`src/rtl/lfa_pkg.sv`:
```
// Shared types and ADC128S022 frame constants for the line-follower ADC reader.
package lfa_pkg;

    typedef enum logic [1:0] {
        SEL_LEFT   = 2'd0,
        SEL_MIDDLE = 2'd1,
        SEL_RIGHT  = 2'd2
    } sel_t;

    typedef enum logic [1:0] {
        IDLE  = 2'd0,
        FRAME = 2'd1,
        LATCH = 2'd2,
        GAP   = 2'd3
    } state_t;

    localparam int FRAME_BITS   = 16;
    localparam int ADDR_MSB_POS = 13;
    localparam int DATA_BITS    = 12;
    localparam int HALF_PERIODS = 2 * FRAME_BITS;

    function automatic sel_t next_sel(input sel_t s);
        case (s)
            SEL_LEFT:   return SEL_MIDDLE;
            SEL_MIDDLE: return SEL_RIGHT;
            default:    return SEL_LEFT;
        endcase
    endfunction

endpackage

```
`src/rtl/spi_sck_gen.sv`:
```
// SCLK divider: idle-high clock, edge strobes coincident with each toggle,
// and a done strobe on the last (32nd) half-period of a frame.
module spi_sck_gen
    import lfa_pkg::*;
#(
    parameter int CLK_DIV = 16
) (
    input  logic clk,
    input  logic rst_n,
    input  logic en,
    output logic sck,
    output logic rise_tick,
    output logic fall_tick,
    output logic done
);

    localparam int CW = $clog2(CLK_DIV);
    localparam int HW = $clog2(HALF_PERIODS);

    logic [CW-1:0] div_cnt;
    logic [HW-1:0] half_cnt;
    logic          term;

    assign term      = en && (div_cnt == CW'(CLK_DIV - 1));
    assign fall_tick = term && sck;
    assign rise_tick = term && !sck;
    assign done      = term && (half_cnt == HW'(HALF_PERIODS - 1));

    always_ff @(posedge clk or negedge rst_n) begin
        if (!rst_n) begin
            div_cnt  <= '0;
            half_cnt <= '0;
            sck      <= 1'b1;
        end else if (!en) begin
            div_cnt  <= '0;
            half_cnt <= '0;
            sck      <= 1'b1;
        end else if (term) begin
            div_cnt  <= '0;
            half_cnt <= half_cnt + HW'(1);
            sck      <= ~sck;
        end else begin
            div_cnt  <= div_cnt + CW'(1);
        end
    end

endmodule

```
`src/rtl/lfa_adc_reader.sv`:
```
// ADC128S022 SPI master cycling the left/middle/right line sensors and
// presenting registered 12-bit results with a triple-complete strobe.
module lfa_adc_reader
    import lfa_pkg::*;
#(
    parameter int         CLK_DIV    = 16,
    parameter int         GAP_CYCLES = 32,
    parameter logic [2:0] CH_LEFT    = 3'd3,
    parameter logic [2:0] CH_MIDDLE  = 3'd4,
    parameter logic [2:0] CH_RIGHT   = 3'd5
) (
    input  logic        clk_50M,
    input  logic        rst_n,
    input  logic        adc_dout,
    output logic        adc_cs_n,
    output logic        adc_sck,
    output logic        adc_din,
    output logic [11:0] left,
    output logic [11:0] middle,
    output logic [11:0] right,
    output logic        data_valid
);

    localparam int GW = $clog2(GAP_CYCLES + 1);

    state_t                state;
    sel_t                  sel;
    sel_t                  prev_sel;
    logic                  discard;
    logic                  dout_q;
    logic [FRAME_BITS-1:0] tx_sr;
    logic [FRAME_BITS-1:0] frame_word;
    logic [DATA_BITS-1:0]  rx_sr;
    logic [GW-1:0]         gap_cnt;
    logic [2:0]            cur_addr;
    logic                  rise_tick;
    logic                  fall_tick;
    logic                  frame_done;

    always_comb begin
        cur_addr = CH_LEFT;
        case (sel)
            SEL_MIDDLE: cur_addr = CH_MIDDLE;
            SEL_RIGHT:  cur_addr = CH_RIGHT;
            default:    cur_addr = CH_LEFT;
        endcase
    end

    assign frame_word = {2'b00, cur_addr, {(ADDR_MSB_POS - 2){1'b0}}};

    spi_sck_gen #(
        .CLK_DIV(CLK_DIV)
    ) u_sck (
        .clk      (clk_50M),
        .rst_n    (rst_n),
        .en       (state == FRAME),
        .sck      (adc_sck),
        .rise_tick(rise_tick),
        .fall_tick(fall_tick),
        .done     (frame_done)
    );

    always_ff @(posedge clk_50M or negedge rst_n) begin
        if (!rst_n) begin
            state      <= IDLE;
            adc_cs_n   <= 1'b1;
            adc_din    <= 1'b0;
            left       <= '0;
            middle     <= '0;
            right      <= '0;
            data_valid <= 1'b0;
            sel        <= SEL_LEFT;
            prev_sel   <= SEL_LEFT;
            discard    <= 1'b1;
            tx_sr      <= '0;
            rx_sr      <= '0;
            gap_cnt    <= '0;
            dout_q     <= 1'b0;
        end else begin
            data_valid <= 1'b0;
            dout_q     <= adc_dout;
            unique case (state)
                IDLE: begin
                    adc_cs_n <= 1'b0;
                    tx_sr    <= frame_word;
                    state    <= FRAME;
                end
                FRAME: begin
                    if (fall_tick) begin
                        adc_din <= tx_sr[FRAME_BITS-1];
                        tx_sr   <= {tx_sr[FRAME_BITS-2:0], 1'b0};
                    end
                    // Only the trailing 12 samples survive the shift.
                    if (rise_tick)
                        rx_sr <= {rx_sr[DATA_BITS-2:0], dout_q};
                    if (frame_done)
                        state <= LATCH;
                end
                LATCH: begin
                    adc_cs_n <= 1'b1;
                    adc_din  <= 1'b0;
                    gap_cnt  <= '0;
                    state    <= GAP;
                    // Data in this frame belongs to the previous address.
                    if (discard) begin
                        discard <= 1'b0;
                    end else begin
                        case (prev_sel)
                            SEL_LEFT:   left   <= rx_sr;
                            SEL_MIDDLE: middle <= rx_sr;
                            default: begin
                                right      <= rx_sr;
                                data_valid <= 1'b1;
                            end
                        endcase
                    end
                    prev_sel <= sel;
                    sel      <= next_sel(sel);
                end
                GAP: begin
                    if (gap_cnt == GW'(GAP_CYCLES)) begin
                        adc_cs_n <= 1'b0;
                        tx_sr    <= frame_word;
                        state    <= FRAME;
                    end else begin
                        gap_cnt <= gap_cnt + GW'(1);
                    end
                end
                default: state <= IDLE;
            endcase
        end
    end

endmodule

```
`config.mk`:
```
export PLATFORM = sky130hd
export DESIGN_NAME = lfa_adc_reader
export DESIGN_NICKNAME = d
export VERILOG_FILES = /design/src/rtl/lfa_pkg.sv /design/src/rtl/spi_sck_gen.sv /design/src/rtl/lfa_adc_reader.sv
export SDC_FILE = /design/constraint.sdc
export NUM_CORES = 1
export LEC_CHECK = 0
export BUFFER_PORTS_ARGS = -buffer_cell sky130_fd_sc_hd__buf_2
export CAP_MARGIN = 30
export CORE_MARGIN = 2
export CORE_UTILIZATION = 30
export CTS_BUF_LIST = sky130_fd_sc_hd__clkbuf_8
export DETAILED_ROUTE_END_ITERATION = 8
export PLACE_DENSITY = 0.47
export SLEW_MARGIN = 5
export SYNTH_ARGS = -nofsm -noshare
export SYNTH_HDL_FRONTEND = slang
export SYNTH_HIERARCHICAL = 1
export SYNTH_SLANG_ARGS = --single-unit
```
`constraint.sdc`:
```
create_clock -name clk_50M -period 4.3 [get_ports clk_50M]
set_clock_uncertainty 0.1 [all_clocks]
set_input_delay 0.86 -clock clk_50M [delete_from_list [all_inputs] [get_ports clk_50M]]
set_output_delay 0.86 -clock clk_50M [all_outputs]
set_load 0.03 [all_outputs]
```
==> out/results.tsv <==
metric	value	unit
grt_pass1_vias	2165	
r2r_cells	5	
fp.dieArea	0.0123	sq mm
clock_sinks	80	
firstDrtPassIters	4	
synthesis.area	0.00342	sq mm
clockRootBuffer	clkbuf_8	
synthFlopType	dfrtp_1	
leakage	2.08	nW
reg2reg_from	state[0]	
pre_cts_ws	1.56	ns
antenna_left	0	
nets	338	
crit_required	4.44	ns
ios	43	
synth.net_count	292	
crit_type	flip-flop to flip-flop	
drtIter0Drc	101	
drc	0	
num_vias	2143	
via_per_inst	4.59	
dpl_cell_area	0.00379	sq mm
min_period	2.69	ns
yosysSeqAreaShare	58.7	%
hpwl	4370	um
antenna_found_initial	0	
die_y	111	um
ys_async_sr_fraction	100	%
min_path_type	input port to async pin	
gp_congestion	0.707	
r2r_setup_slack	1.61	ns
reg2reg_to	middle[11]	
setup_violations	0	
power.total	1.26	mW
clockBufferDepth	2	
final_area	0.00396	sq mm
finalHoldViolations	0	
fin_crit_sh	62.5	%
run_status	completed	
worst_hold_slack	0.345	ns
row_count	38	
tightestPinTransition	0.914	ns
grt_setup_unrepaired	no	
ctsHtreeMaxLevel	3	
synth_edf_count	0	
clkLatencyLatePin	0.35	ns
track_usage	11.3	%
cts_tree	done	
fin_setup_tns	0	ns
finalWorstSetupSlack	1.61	ns
irDropWorstVdd	0.000151	V
relSlewSlack	38.8	%
synthDistinctLibCells	40	
wl_per_cell	13.8	um
ys_ff_latch	80	
drive_above_1_share	28.1	%
maxSlewViolCount	0	
timing.fmax	372	MHz
cp-end-kind	flip-flop	
grt_max_degree	50	
syn_avg_cell_area	12.3	sq um
io_buffers	42	
path_clk_slew	0.08	ns
maxCapViolCount	0	
core_area	0.0110	sq mm
die_x	111	um
floorplan.initialDensity	31.1	%
ctsHoldBuffers	0	
drt_wl_total	6430	um
synth-warning-count	6	
cp_data_arrival_time	2.83	ns
grt_overflow	0	
p_per_area	319	mW/mm^2
netlist_instances	277	
post_cts_resized	0	
cts_setup_buffers	0	
numCtsBuffers	9	
area_growth_syn_to_layout	15.8	%
worstSetupStartpointType	flip-flop	
cp_max_fo	15	
n_antenna_cell	0	
grt_pass1_wl	11200	um
## placed cells by master (no fill, tap or decap), types with 2 or more instances in the layout
| cell type | netlist | routed |
|---|---|---|
| a21boi_0 | 3 | 3 |
| a21oi_1 | 2 | 2 |
| and2_1 | 3 | 3 |
| and3_1 | 3 | 3 |
| and3_2 | 2 | 2 |
| buf_2 | 0 | 41 |
| buf_4 | 0 | 2 |
| clkbuf_8 | 0 | 10 |
| clkinv_2 | 0 | 3 |
| dfrtp_1 | 77 | 77 |
| dfstp_2 | 3 | 3 |
| ha_1 | 12 | 12 |
| inv_1 | 12 | 12 |
| mux2_1 | 21 | 21 |
| mux2_2 | 20 | 20 |
| mux2i_1 | 3 | 3 |
| nand2_1 | 56 | 56 |
| nand3_1 | 4 | 4 |
| nand4_1 | 2 | 2 |
| nor2_1 | 4 | 4 |
| nor2b_1 | 3 | 3 |
| nor3_2 | 2 | 2 |
| o211ai_1 | 2 | 2 |
| o21ai_0 | 11 | 11 |
| o31ai_1 | 3 | 3 |
| xnor2_1 | 3 | 3 |
| xor2_1 | 3 | 3 |
## flip-flops by register name (all words and copies together) (netlist names)
name            flops
left               12
middle             12
right              12
rx_sr              12
gap_cnt             6
tx_sr               5
u_sck/half_cnt      5
u_sck/div_cnt       4
prev_sel            2
sel                 2
state               2
adc_cs_n            1
adc_din             1
data_valid          1
discard             1
dout_q              1
u_sck/sck           1
## cell type report
type | count | area, sq um
clock buffer | 10 | 138
clock inverter | 5 | 31.3
fill | 1129 | 7020
timing repair buffer | 44 | 248
multi-input combinational | 175 | 1310
tap | 140 | 175
sequential | 80 | 2010
inverter | 13 | 48.8
## synth_stat cells (2+ instances only)
cell	n	area [sq um]
dfrtp_1	77	1930
nand2_1	56	210
mux2_1	21	236
mux2_2	20	225
ha_1	12	150
inv_1	12	45.0
o21ai_0	11	55.1
clkbuf_1	6	22.5
nand3_1	4	20.0
nor2_1	4	15.0
a21boi_0	3	22.5
and2_1	3	18.8
and3_1	3	18.8
dfstp_2	3	78.8
mux2i_1	3	30.0
nor2b_1	3	18.8
o31ai_1	3	22.5
xnor2_1	3	26.3
xor2_1	3	26.3
a21oi_1	2	10.0
and3_2	2	15.0
buf_6	2	22.5
nand4_1	2	12.5
nor3_2	2	20.0
o211ai_1	2	15.0
## metrics by stage
stage	utilization, %	std cells
final	36.1	467
after CTS	36.1	467
after global routing	36.1	467
after detailed placement	34.5	452
after floorplan	-	277
after global placement	34.3	451
## logic make-up after synthesis
family	Yosys count	share of synthesized area, %
AND/OR/NAND/NOR	85	12.7
AO/OA/AOI/OAI	28	5.42
buffers and inverters	22	2.89
flip-flops	80	58.7
multiplexers	44	14.4
XOR/XNOR	6	1.54
adder cells (fa/ha/maj)	12	4.39
## worst max path at each step
| stage | startpoint | end | slack [ns] |
|---|---|---|---|
| after floorplan | u_sck/div_cnt[0] | rx_sr[10] | 2.19 |
| after global placement | state[0] | middle[11] | 1.63 |
| after detailed placement | state[0] | middle[11] | 1.56 |
| after CTS | state[0] | middle[11] | 1.55 |
| after global routing | state[0] | middle[11] | 1.35 |
| final | state[0] | middle[11] | 1.61 |
## worst max-delay path: stages (launching register included)
cell,delay [ns]
dfrtp_1,0.42
inv_1,0.09
ha_1,0.53
inv_2,0.18
nor4b_4,0.86
mux2_2,0.41
## report_power, final
group	total [mW]	internal (mW)	switching, mW
Clock	0.491	0.221	0.269
Sequential	0.753	0.753	0.000673
Combinational	0.0187	0.00388	0.0148
Total	1.26	0.978	0.285
## per-layer routing
metal | global-route usage (%) | routed length (um)
met1 | 14.9 | 3060
met4 | 3.75 | 96
met3 | 3.88 | 304
met2 | 17.6 | 2970
met5 | 0 | 0
Note: power is estimated with default switching activity, not from simulation.
